$ cat config.mk
export PLATFORM = sky130hd
export DESIGN_NAME = rv32i_mem_arbiter
export DESIGN_NICKNAME = d
export VERILOG_FILES = /design/src/rtl/rv32i_pkg.sv /design/src/rtl/rv32i_arb_pick.sv /design/src/rtl/rv32i_mem_arbiter.sv
export SDC_FILE = /design/constraint.sdc
export NUM_CORES = 1
export LEC_CHECK = 0
export BUFFER_PORTS_ARGS = -buffer_cell sky130_fd_sc_hd__buf_2
export CAP_MARGIN = 5
export CORE_ASPECT_RATIO = 1.25
export CORE_MARGIN = 2
export CORE_UTILIZATION = 43
export CTS_CLUSTER_DIAMETER = 40
export DETAILED_ROUTE_END_ITERATION = 8
export HOLD_SLACK_MARGIN = 0.08
export PLACE_DENSITY = 0.76
export SETUP_SLACK_MARGIN = 0.02
export SLEW_MARGIN = 15
export SYNTH_ARGS = -nofsm -noshare
export SYNTH_HDL_FRONTEND = slang
export SYNTH_SLANG_ARGS = --single-unit
$ cat constraint.sdc
create_clock -name clk -period 1.5 [get_ports clk]
set_input_delay 0.375 -clock clk [delete_from_list [all_inputs] [get_ports clk]]
set_output_delay 0.375 -clock clk [all_outputs]
set_load 0.01 [all_outputs]
$ cat src/rtl/rv32i_pkg.sv
// rv32i_pkg: shared types for the RV32I memory arbiter.
// FSM state, requester owner and memory command/response bundles.
package rv32i_pkg;

  localparam int XLEN = 32;

  typedef enum logic [1:0] {
    IDLE,
    BUSY_IF,
    BUSY_D,
    RESP
  } arb_state_t;

  typedef enum logic {
    OWN_IF = 1'b0,
    OWN_D  = 1'b1
  } owner_t;

  typedef struct packed {
    logic            we;
    logic [XLEN-1:0] addr;
    logic [XLEN-1:0] wdata;
  } mem_cmd_t;

  typedef struct packed {
    logic            err;
    logic [XLEN-1:0] data;
  } mem_rsp_t;

  function automatic owner_t other_owner(input owner_t o);
    return (o == OWN_IF) ? OWN_D : OWN_IF;
  endfunction

endpackage

$ cat src/rtl/rv32i_arb_pick.sv
// rv32i_arb_pick: two-way request picker for the memory arbiter.
// RV32I_ARB_ROUND_ROBIN_EN: alternate on ties, else data wins.
module rv32i_arb_pick
  import rv32i_pkg::*;
(
  input  logic   if_req,
  input  logic   d_req,
`ifdef RV32I_ARB_ROUND_ROBIN_EN
  input  owner_t last_owner,
`endif
  output logic   pick_valid,
  output owner_t pick_owner
);

  always_comb begin
    pick_valid = if_req | d_req;
    pick_owner = OWN_IF;
    unique case (1'b1)
`ifdef RV32I_ARB_ROUND_ROBIN_EN
      (if_req & d_req):  pick_owner = other_owner(last_owner);
      (d_req & ~if_req): pick_owner = OWN_D;
`else
      d_req:             pick_owner = OWN_D;
`endif
      default:           pick_owner = OWN_IF;
    endcase
  end

endmodule

$ cat src/rtl/rv32i_mem_arbiter.sv
// rv32i_mem_arbiter: fetch/data arbiter onto one memory port.
// RV32I_ARB_ROUND_ROBIN_EN selects round-robin over data-first.
module rv32i_mem_arbiter
  import rv32i_pkg::*;
#(
  parameter int TIMEOUT = 16
) (
  input  logic            clk,
  input  logic            reset,
  input  logic            if_req,
  input  logic [XLEN-1:0] if_addr,
  output logic            if_gnt,
  output logic            if_rvalid,
  output logic            if_err,
  output logic [XLEN-1:0] if_rdata,
  input  logic            d_req,
  input  logic            d_we,
  input  logic [XLEN-1:0] d_addr,
  input  logic [XLEN-1:0] d_wdata,
  output logic            d_gnt,
  output logic            d_rvalid,
  output logic            d_err,
  output logic [XLEN-1:0] d_rdata,
  output logic            mem_req,
  output logic            mem_we,
  output logic [XLEN-1:0] mem_addr,
  output logic [XLEN-1:0] mem_wdata,
  input  logic            mem_ready,
  input  logic [XLEN-1:0] mem_rdata
);

  localparam logic [7:0] WAIT_LAST = 8'(TIMEOUT - 1);

  arb_state_t state;
  owner_t     owner;
  logic [7:0] wait_cnt;
  mem_cmd_t   cmd;
  mem_rsp_t   rsp;
  logic       pick_valid;
  owner_t     pick_owner;
`ifdef RV32I_ARB_ROUND_ROBIN_EN
  owner_t     last_owner;
`endif

  rv32i_arb_pick u_pick (
    .if_req     (if_req),
    .d_req      (d_req),
`ifdef RV32I_ARB_ROUND_ROBIN_EN
    .last_owner (last_owner),
`endif
    .pick_valid (pick_valid),
    .pick_owner (pick_owner)
  );

  assign mem_we    = cmd.we;
  assign mem_addr  = cmd.addr;
  assign mem_wdata = cmd.wdata;

  always_ff @(posedge clk) begin
    if (reset) begin
      state     <= IDLE;
      owner     <= OWN_IF;
      wait_cnt  <= '0;
      cmd       <= '0;
      rsp       <= '0;
      mem_req   <= 1'b0;
      if_gnt    <= 1'b0;
      if_rvalid <= 1'b0;
      if_err    <= 1'b0;
      if_rdata  <= '0;
      d_gnt     <= 1'b0;
      d_rvalid  <= 1'b0;
      d_err     <= 1'b0;
      d_rdata   <= '0;
`ifdef RV32I_ARB_ROUND_ROBIN_EN
      last_owner <= OWN_IF;
`endif
    end else begin
      if_gnt    <= 1'b0;
      if_rvalid <= 1'b0;
      if_err    <= 1'b0;
      if_rdata  <= '0;
      d_gnt     <= 1'b0;
      d_rvalid  <= 1'b0;
      d_err     <= 1'b0;
      d_rdata   <= '0;
      unique case (state)
        IDLE: begin
          if (pick_valid) begin
            owner    <= pick_owner;
            wait_cnt <= '0;
            mem_req  <= 1'b1;
`ifdef RV32I_ARB_ROUND_ROBIN_EN
            last_owner <= pick_owner;
`endif
            if (pick_owner == OWN_D) begin
              state <= BUSY_D;
              d_gnt <= 1'b1;
              cmd   <= '{we: d_we, addr: d_addr, wdata: d_wdata};
            end else begin
              state  <= BUSY_IF;
              if_gnt <= 1'b1;
              cmd    <= '{we: 1'b0, addr: if_addr, wdata: '0};
            end
          end
        end
        BUSY_IF, BUSY_D: begin
          // ready wins over a timeout landing in the same cycle
          if (mem_ready) begin
            state   <= RESP;
            mem_req <= 1'b0;
            cmd     <= '0;
            rsp     <= '{err: 1'b0, data: cmd.we ? '0 : mem_rdata};
          end else if (wait_cnt == WAIT_LAST) begin
            state   <= RESP;
            mem_req <= 1'b0;
            cmd     <= '0;
            rsp     <= '{err: 1'b1, data: '0};
          end else begin
            wait_cnt <= wait_cnt + 8'd1;
          end
        end
        RESP: begin
          state <= IDLE;
          if (owner == OWN_D) begin
            d_rvalid <= 1'b1;
            d_err    <= rsp.err;
            d_rdata  <= rsp.data;
          end else begin
            if_rvalid <= 1'b1;
            if_err    <= rsp.err;
            if_rdata  <= rsp.data;
          end
        end
        default: state <= IDLE;
      endcase
    end
  end

endmodule

; After elaboration in Yosys (flattened, before gate mapping)
; Index checks and enable logic that the tools add are counted.
[totals]
word_cells = 70
out_inout_bits = 136
ff_bits = 180
in_bits = 134
[classes]
reduce_logical = 13
mux = 26
eq_ne = 8
bitwise = 5
n_addsub = 1
[op_table]
columns = cell, count
row1 = 65-bit two-way mux, 4
row2 = 65-bit case mux with 2 select lines, 1
row3 = 33-bit two-way mux, 2
row4 = 32-bit two-way mux, 1
row5 = 8-bit two-way mux, 3
row6 = 8-bit case mux with 2 select lines, 1
row7 = 3-bit OR reduction, 3
row8 = 8-bit by 1-bit adder with 8-bit output (second input constant), 1
row9 = 8-bit by 4-bit == test with 1-bit output (second input constant), 1
row10 = 1-bit two-way mux, 8
row11 = 2-bit two-way mux, 4
row12 = 2-bit != test (second input constant), 3
row13 = 2-bit case mux with 3 select lines, 1
row14 = 2-bit AND reduction, 3
row15 = 2-bit == test (second input constant), 2
row16 = 1-bit inverter, 4
row17 = 4-bit AND reduction, 1
row18 = 2-bit nonzero test, 2
row19 = 2-bit OR reduction, 2
row20 = 3-bit != test (second input constant), 1
row21 = 3-bit AND reduction, 1
row22 = 2-bit by 1-bit == test with 1-bit output (second input constant), 1
row23 = 2-bit zero test, 1
row24 = 1-bit case mux with 2 select lines, 1
row25 = 1-bit OR, 1

; Depth between registers and ports, before layout
; Gate-level depths: netlist of run 1.
[logic_depth]
word_depth = 4
depth_mapped = 9
ltp_nobuf = 6

; Modules after synthesis
; Synthesis of run 1 repeated with hierarchy kept, for this count alone.
[unflattened]
hier_cells = 563
hier_area_um2 = 6282.3
[by_module_without_submodules]
columns = module, area_per_inst_um2, instances, cells_per_inst, seq_area_each_um2
row1 = rv32i_mem_arbiter, 6268.5, 1, 561, 3603.5
row2 = rv32i_arb_pick, 13.8, 1, 2, 0.0

; Worst setup path after synthesis of run 1
; No wires, ideal clock.
[synth_path]
kind = register to register
from = register state[0]
to = register wait_cnt[5]
path_buffers = 2
period_less_slack_ns = 1.710
path_stages_with_launch = 9
path_slack_ns = -0.210
t_arrival_ns = 1.596
cell_sequence = dfxtp_1 -> inv_1 -> ha_1 -> buf_2 -> and4_1 -> a21oi_2 -> buf_4 -> a31oi_1 -> a21bo_1
[synth_between]
elab_chain_cells = 4
elab_cells_between_ends = 10
[synth_lines]
columns = item, line_no
row1 = "start, declared", rv32i_mem_arbiter.sv:34  ; arb_state_t state;
row2 = "start signal, assigned", rv32i_mem_arbiter.sv:61  ; state <= IDLE;
row3 = "start signal, assigned", rv32i_mem_arbiter.sv:97  ; state <= BUSY_D;
row4 = "start signal, assigned", rv32i_mem_arbiter.sv:101  ; state <= BUSY_IF;
row5 = 2-bit by 1-bit == test with 1-bit output or 2-bit == test (tied branches), rv32i_mem_arbiter.sv:87  ; unique case (state)
row6 = 2-bit OR reduction, rv32i_mem_arbiter.sv:87
row7 = 2-bit != test (no line) or 2-bit nonzero test (tied branches), n/a
row8 = 4-bit AND reduction (no line), n/a
row9 = "end signal, assigned", rv32i_mem_arbiter.sv:120  ; wait_cnt <= wait_cnt + 8'd1;
row10 = "end, declared", rv32i_mem_arbiter.sv:36  ; logic [7:0] wait_cnt;
; Several ways; a longest one is shown, not always the timed one.
; A chain may end at the register's enable or synchronous reset.

; Worst setup path in the final report of run 1
[layout_path]
from = register state[1]
to = register rsp[31] in the netlist's numbering
[layout_between]
elab_chain_cells = 3
elab_cells_between_ends = 4
[layout_lines]
columns = item, line_no
row1 = 2-bit by 1-bit == test with 1-bit output or 2-bit == test (tied branches), rv32i_mem_arbiter.sv:87
row2 = 2-bit OR reduction (*), rv32i_mem_arbiter.sv:87
row3 = 2-bit AND reduction (no line) (*), n/a
row4 = "end signal, assigned", rv32i_mem_arbiter.sv:113  ; rsp <= '{err: 1'b0, data: cmd.we ? '0 : mem_rdata};
row5 = "end signal, assigned", rv32i_mem_arbiter.sv:118  ; rsp <= '{err: 1'b1, data: '0};
row6 = "end, declared", rv32i_mem_arbiter.sv:38  ; mem_rsp_t rsp;
; Every way passes the cells marked *; elsewhere a longest branch is shown, timed or not.

==> results.cfg, run 1 <==
[grt]
antenna_found_initial = 0
grt.overflow.total = 0
grt_pass1_wl_um = 28300
grt_pass1_vias = 5819
grt_start_max_net_pins = 58
grt_usage_pct = 21.7

[timing]
setup_slack_ns = -0.131
slew_viol_final = 0
finalSetupTns_ns = -9.02
tightestPinTransition_ns = 0.367
min_period_ns = 1.63
setup_violations = 106
rsz0062_at_grt = yes
fmax_mhz = 613
post-route-period-util_pct = 109
final_hold_viol_count = 0
final.setup_skew_ns = 0.00795
relSlewSlack_pct = 75.6

[yosys]
syn_avg_cell_area_um2 = 9.41
synthesis.area_mm2 = 0.00668
yosysTopAreaCellShare_pct = 54.0
yosysSeqAreaShare_pct = 54.0
synthCells = 710
syn_nets = 848
synth_top_area_cell = dfxtp_1
synth_area_leaders = dfxtp_1, a21oi_1, and2_1
yosysUniqueCellTypes = 43
ys_ff_latch = 180
ys_warn_count = 0

[pwr]
pwr_density_cell_mw_per_mm2 = 1630
p_total_mw = 16.4
ir_drop_mv = 0.871
leakage_nw = 4.44

[routing]
wl_um = 19000
drc = 0
wire_per_inst_um = 15.3
wl_met1_um = 7240
dr_wl_met3_um = 1270
highest_layer = met4
num_vias = 6149
first_pass_iters = 4
wl_met2_um = 10100
antenna_left = 0
vias_per_cell = 4.97
drtIter0Drc = 222

[clock_network]
clk_latency_ns = 0.42
cts_buffers = 17
clk_pin_slew_worst_paths_ns = 0.07
cts_root_buf = clkbuf_16
clock_sinks = 180
postCtsHoldBufs = 0
cts_tree = yes
clk_path_buf_depth = 2
htreeDepth = 4

[worst_setup_path]
arrival_ns = 1.97
endpoint_kind = flop
critical-path-top-delay-family = compound AO/OA/AOI/OAI gates
cp_slowest_stage_delay_ns = 0.33
crit_path_max_fanout = 7
path_cells = inv_2 > ha_4 > and4_4 > a21oi_4 > buf_6 > clkbuf_16 > nand2_1 > a21oi_1
path_buf_inv = 3
path_class = flop to flop
start_kind = flop
cp_slowest_cell = dfxtp_2
cp_data_required_time_ns = 1.84

[placed_design]
dpl_worst_slack_ns = -0.114
gp_congestion = 0.769
dp.cells = 1177
hpwl_um = 12100
io_buffers = 269

[final_layout]
finalNetCount = 1155
ff_latch_area_mm2 = 0.00361
multi_input_area_mm2 = 0.00321
antenna_cells = 0
areaGrowthSynthToFinish_pct = 49.8
drive_gt1_share_pct = 49.4
fin_cells = 1238
fillers = 1229

[outcome]
outcome = complete, but fails checks
violations = setup timing

[floorplan]
start_util_pct = 44.3
die_w_um = 115
core_area_mm2 = 0.0151
die_h_um = 143
ios = 270
dieArea_mm2 = 0.0166
num_rows = 50

[run]
cap_violations = 0

[hold_path]
hold_path_class = input pin to flop
where the power goes:
part           internal [mW]  switching, mW
sequential              5.41          0.405
clock                   2.27           1.84
combinational           3.08           3.36
layer usage:
layer,up-vias,global-route usage [%]
li1,3062,-
met1,2841,23.9
met2,211,39.2
met3,35,6.24
met4,0,7.74
met5,-,0
cells in the mapped netlist, drive strengths merged:
library cell    n
a211oi          1
a21bo           2
a21o            1
a21oi         106
a311o           2
a31oi           3
and2           67
and3            1
and3b           1
and4            1
buf            28
clkbuf         30
dfxtp         180
ha              4
inv             7
mux2           32
mux2i           1
nand2         104
nand2b          3
nand3           6
nand4           1
nand4b         32
nor2            6
nor2b           3
nor3            3
nor3b           3
nor4            1
o21ai          72
o21bai          1
o2bb2ai         1
o31a            1
o31ai           2
o41ai           1
or2             1
or3             2
path summary, 6_finish.rpt:
kind / from / end / slack (ns) / cells past startpoint
worst max-delay path: state[1] / rsp[31] / -0.13 / 8
worst min-delay path: d_wdata[14] / mem_wdata[14] / 0.19 / 3
worst max register to register: state[1] / rsp[31] / -0.13 / 8
worst min register to register: mem_wdata[21] / mem_wdata[21] / 0.46 / 2
cell type report:
cell class | count | share of cell area (%)
timing repair buffer | 345 | 23.5
clock buffer | 22 | 4.74
multi-input combinational | 466 | 32.0
clock inverter | 10 | 0.738
tap | 208 | 2.60
sequential | 180 | 36.1
inverter | 7 | 0.263
per-stage QoR:
step	hold WS (ns)	cell area, um^2	utilization (%)
2_1_floorplan	0.435	6740	-
3_3_place_gp	0.441	8490	56.3
6_report	0.190	10000	66.4
4_1_cts	0.172	9530	63.2
3_5_place_dp	0.447	8490	56.3
5_1_grt	0.177	10000	66.4
state kept, by name, summed over array words and instances, names as in the netlist:
register	cells
state	2
d_rdata	32
d_err	1
mem_wdata	32
wait_cnt	8
mem_we	1
if_gnt	1
rsp	33
owner	1
d_rvalid	1
if_err	1
if_rdata	32
if_rvalid	1
mem_req	1
d_gnt	1
mem_addr	32
cells in the final DEF (no fill, tap or decap), drive strengths merged:
cell type / n
buf: 339
dfxtp: 180
a21oi: 107
nand2: 104
o21ai: 72
and2: 67
mux2: 32
nand4b: 32
clkbuf: 28
inv: 10
nand3: 6
nor2: 6
clkinvlp: 4
ha: 4
nor3: 3
clkinv: 3
nor3b: 3
nor2b: 3
a31oi: 3
nand2b: 3
a21bo: 2
a311o: 2
or3: 2
o31ai: 2
and3b: 1
and3: 1
nor4: 1
or2: 1
o31a: 1
o41ai: 1
and4: 1
nand4: 1
o2bb2ai: 1
a21o: 1
mux2i: 1
a211oi: 1
o21bai: 1
repair_timing:
action / CTS / global route
resized for setup: 69 / 74
gates cloned: 6 / 7
endpoints found under the setup margin: 108 / 109
pin swaps: 62 / 35
setup buffers: 10 / 6
cell families after synthesis:
kind of cell / after synthesis / synth area share, %
muxes: 33 / 5.55
adders and majority gates: 4 / 0.749
buffers and inverters: 65 / 4.91
and+or+nand+nor: 235 / 19.6
DFF: 180 / 54.0
AOI/OAI and AO/OA: 193 / 15.3
tightest hold or removal path, delay by kind of cell:
kind                   cells  cell delay [ns]
AND/OR/NAND/NOR            1             0.04
buffers and inverters      1             0.09
AO/OA/AOI/OAI              1             0.05
No activity file was read; power rests on OpenSTA's default activity.
==> inputs of run 2 (changes only) <==
BUFFER_PORTS_ARGS = -buffer_cell sky130_fd_sc_hd__buf_4   (was -buffer_cell sky130_fd_sc_hd__buf_2)
CTS_CLUSTER_DIAMETER = default   (was 40)
==> run 2 against run 1 <==
Compared with the run above:
- the flow still finishes with violations (setup timing)
- first-iteration DRC count rose by 33%
- total power decreased by 0.28%
- critical path depth fell by 3
- non-clock buffer count decreased by 11
- final area up 2.4%
- sequential power about the same
- cell count down 1.2%
- critical endpoint is now state[0]
==> results.cfg, run 2 (synthesized netlist as in run 1, its figures left out) <==
[clock_network]
clock_sinks = 180
clk_latency_ns = 0.42
cts_buffers = 17
htreeDepth = 4
cts_tree = yes
postCtsHoldBufs = 0
clk_pin_slew_worst_paths_ns = 0.07
cts_root_buf = clkbuf_16
clk_path_buf_depth = 2

[routing]
wl_um = 19800
drc = 0
vias_per_cell = 5.04
drtIter0Drc = 296
wire_per_inst_um = 16.2
antenna_left = 0
first_pass_iters = 4
num_vias = 6159

[grt]
met1_usage_pct = 25.1
grtUsageMet3_pct = 6.24
use_met2_pct = 40.0
grt.overflow.total = 0
grt_usage_pct = 22.5
grt_start_max_net_pins = 73
grt_pass1_wl_um = 29300
top_usage_layer = met2
antenna_found_initial = 0
grt_pass1_vias = 5927

[pwr]
switching_share_pct = 32.9
p_sw_mw = 5.36
ir_drop_mv = 0.842
p_clk_share_pct = 26.4
leakage_nw = 4.40
p_total_mw = 16.3
seq_power_share_pct = 35.5
intPower_mw = 10.9
comb_power_share_pct = 38.1
pwr_density_cell_mw_per_mm2 = 1590

[timing]
setup_violations = 108
timing.hold.ws_ns = 0.204
min_period_ns = 1.64
setup_slack_ns = -0.142
tightestPinTransition_ns = 0.383
fmax_mhz = 609
post-route-period-util_pct = 109
final.setup_skew_ns = 0.0101
slew_viol_final = 0
finalSetupTns_ns = -7.13
final_hold_viol_count = 0
relSlewSlack_pct = 74.5
rsz0062_at_grt = yes

[outcome]
outcome = complete, but fails checks
violations = setup timing

[final_layout]
drive_gt1_share_pct = 44.1
areaGrowthSynthToFinish_pct = 53.4
regMostFlops = rsp
final_cell_mix = buf_4, dfxtp_1, nand2_1
largest_register_ffs = 33
fin_cells = 1223
antenna_cells = 0
fillers = 1179
finalNetCount = 1143
mostFrequentLayoutCell = buf_4

[hold_path]
hold_depth = 3
hold_path_class = input pin to flop
hold_end = mem_wdata[13]
hold_start = d_wdata[13]

[worst_setup_path]
r2r-start = wait_cnt[6]
r2r_cells = 5
critPathLaunch = wait_cnt[6]
cp_data_required_time_ns = 1.83
path_class = flop to flop
rrSetupSlack_ns = -0.14
crit_path_max_fanout = 6
endpoint_kind = flop
arrival_ns = 1.97
r2r-end = state[0]
start_kind = flop

[floorplan]
num_rows = 50
die_h_um = 143
core_area_mm2 = 0.0151
dieArea_mm2 = 0.0166
die_w_um = 115
ios = 270
start_util_pct = 44.3

[placed_design]
dpl_worst_slack_ns = -0.138
io_buffers = 269
dp.cells = 1172
hpwl_um = 12300
gp_congestion = 0.871

[run]
cap_violations = 0
[run 2: changes by cell type in the layout (fill, tap and decap cells not counted), moves of 11 or more]
| cell | delta |
|---|---|
| buf_2 | -267 |
| buf_4 | +262 |
| nand2_1 | +11 |
| nand2_4 | -11 |
| o21ai_1 | +19 |
| o21ai_2 | -21 |
[run 2: worst max-delay path, cell delays in order, from the launching register on]
cell,delay (ns)
dfxtp_4,0.35
nor4_4,0.36
a21oi_4,0.15
buf_4,0.16
or3_1,0.36
a21oi_1,0.17
[run 2: timing repair]
item | CTS | global route
endpoints found under the setup margin | 109 | 109
buffers inserted | 13 | 1
cloned | 5 | 7
resized for setup | 31 | 45
pin swaps | 9 | 43
[run 2: per-stage QoR]
| stage | area [um^2] | utilization [%] |
|---|---|---|
| floorplan | 6740 | - |
| global placement | 9140 | 60.6 |
| detailed placement | 9140 | 60.6 |
| CTS | 9990 | 66.2 |
| finish | 10200 | 68.0 |
| global route | 10200 | 68.0 |
[run 2: worst max path at each step]
stage,endpoint,slack (ns),cells after the start
after floorplan,wait_cnt[7],-0.08,8
after global placement,rsp[1],-0.09,7
after detailed placement,mem_wdata[31],-0.14,6
after CTS,state[1],-0.06,8
after global routing,state[0],-0.21,7
final,state[0],-0.14,5
[run 2: area by class of cell]
class	instances	area [um^2]	area share [%]
Timing Repair Buffer	334	2820	27.5
Inverter	7	26.3	0.256
Clock buffer	22	464	4.53
Tap cell	208	260	2.54
Sequential cell	180	3610	35.3
Multi-Input combinational cell	465	2970	28.9
Clock inverter	7	100	0.977
[run 2: layer usage]
| layer | vias to the layer above | part of all wire (%) | routed length (um) |
|---|---|---|---|
| met4 | 0 | 2.1 | 417 |
| met5 | - | 0 | 0 |
| met3 | 27 | 6.4 | 1260 |
| li1 | 3022 | - | - |
| met2 | 222 | 52 | 10300 |
| met1 | 2888 | 39 | 7790 |
[run 2: power by group through the flow]
stage / combinational [mW] / sequential (mW) / clock (mW)
floorplan: 2.62 / 6.00 / 0
global placement: 4.74 / 5.84 / 0
detailed placement: 4.77 / 5.86 / 0
CTS: 5.43 / 5.76 / 4.37
global route: 6.62 / 5.87 / 4.58
finish: 6.22 / 5.79 / 4.30
==> inputs of run 3 (changes only) <==
GPL_TIMING_DRIVEN = 0   (was default)
==> run 3 against run 2 <==
Compared with the run above:
- the run still ends with setup timing left
- cell count rose by 3.7%
- worst setup slack got worse by 0.085 ns
- sequential share of layout area fell by 2.9 points
- non-clock buffer count rose by 41
- critical endpoint is now mem_wdata[3]
- largest power group unchanged
==> results.cfg, run 3 (synthesized netlist as in run 1, its figures left out) <==
[clock_network]
clk_pin_slew_worst_paths_ns = 0.07
clk_latency_ns = 0.43
htreeDepth = 4
clock_sinks = 180
cts_root_buf = clkbuf_16
cts_buffers = 17
postCtsHoldBufs = 0
clk_path_buf_depth = 2
cts_tree = yes

[worst_setup_path]
cp_data_required_time_ns = 1.78
path_class = flop to flop
arrival_ns = 2.01
start_kind = flop
crit_path_max_fanout = 5
endpoint_kind = flop

[routing]
wire_per_inst_um = 17.0
first_pass_iters = 5
vias_per_cell = 5.10
drtIter0Drc = 295
drc = 0
num_vias = 6470
wl_um = 21600
antenna_left = 0

[timing]
post-route-period-util_pct = 115
relSlewSlack_pct = 40.7
tightestPinTransition_ns = 0.889
slew_viol_final = 0
final.setup_skew_ns = 0.0121
fmax_mhz = 579
min_period_ns = 1.73
setup_slack_ns = -0.226
final_hold_viol_count = 0
rsz0062_at_grt = yes
setup_violations = 108
timing.hold.ws_ns = 0.185

[outcome]
outcome = complete, but fails checks
violations = setup timing

[grt]
antenna_found_initial = 0
grt_pass1_wl_um = 31400
grt_start_max_net_pins = 17
grt_pass1_vias = 6374
grt_usage_pct = 24.3
grt.overflow.total = 0

[final_layout]
finalNetCount = 1185
antenna_cells = 0
final_cell_mix = buf_4, dfxtp_1, nand2_1
final_util_pct = 74.0
drive_gt1_share_pct = 53.1
mostFrequentLayoutCell = buf_4
regMostFlops = rsp
areaGrowthSynthToFinish_pct = 66.9
largest_register_ffs = 33
stdcell_area_mm2 = 0.0111

[floorplan]
ios = 270
core_area_mm2 = 0.0151
dieArea_mm2 = 0.0166
num_rows = 50
die_h_um = 143
die_w_um = 115
start_util_pct = 44.3

[pwr]
ir_drop_mv = 0.905
leakage_nw = 4.72
pwr_density_cell_mw_per_mm2 = 1640

[placed_design]
place_area_mm2 = 0.00901
gp_congestion = 0.844
io_buffers = 268
hpwl_um = 13600

[hold_path]
hold_path_class = input pin to flop

[run]
cap_violations = 0
==> run 3: per-layer routing <==
layer	GRT usage, %	part of all wire, %	routed length, um
met5	0	0	0
met4	10.4	2.9	635
met3	7.38	7.4	1600
met2	43.9	54	11600
met1	26.0	36	7800
==> run 3: power by group <==
group	total [mW]	switching (mW)	internal, mW
logic	8.06	3.78	4.28
clock network	4.32	1.93	2.40
registers	5.92	0.500	5.42
total	18.3	6.20	12.1
==> run 3: final timing paths <==
| check | from | endpoint | slack, ns | depth (start not counted) |
|---|---|---|---|---|
| setup / recovery | state[1] | mem_wdata[3] | -0.23 | 8 |
| hold / removal | d_wdata[27] | mem_wdata[27] | 0.19 | 3 |
| hold reg to reg | rsp[7] | rsp[7] | 0.45 | 2 |
| setup reg to reg | state[1] | mem_wdata[3] | -0.23 | 8 |
==> run 3: per-stage QoR <==
stage | setup slack, ns | power [mW] | TNS (ns) | cells
6_report | -0.226 | 18.3 | -14.53 | 1268
5_1_grt | -0.280 | 19.1 | -23.34 | 1268
2_1_floorplan | -0.0767 | 8.62 | -4.19 | 710
3_3_place_gp | -0.550 | 10.4 | -46.90 | 1186
4_1_cts | -0.146 | 17.0 | -10.16 | 1257
3_5_place_dp | -0.563 | 10.4 | -51.34 | 1186
==> run 3: final cells by class <==
cell class | instances | area [um^2]
buffer | 56 | 566
tap | 208 | 260
inverter | 7 | 26.3
multi-input combinational | 466 | 3380
fill | 1052 | 3930
clock buffer | 19 | 453
timing repair buffer | 319 | 2730
sequential | 180 | 3610
clock inverter | 13 | 125
==> run 3: worst max-delay path, cell delays in order (launching register included) <==
cell       delay [ns]
dfxtp_2          0.33
inv_2            0.05
ha_4             0.17
nor3b_4          0.17
or2_4            0.31
buf_4            0.17
clkbuf_16        0.16
o21ai_2          0.14
a21oi_1          0.08
==> run 3: what timing repair did <==
| item | 4_1_cts | 5_1_grt |
|---|---|---|
| pin swaps | 53 | 82 |
| setup buffers | 28 | 8 |
| endpoints found under the setup margin | 162 | 168 |
| resized for setup | 137 | 129 |
| gates cloned | 12 | 7 |
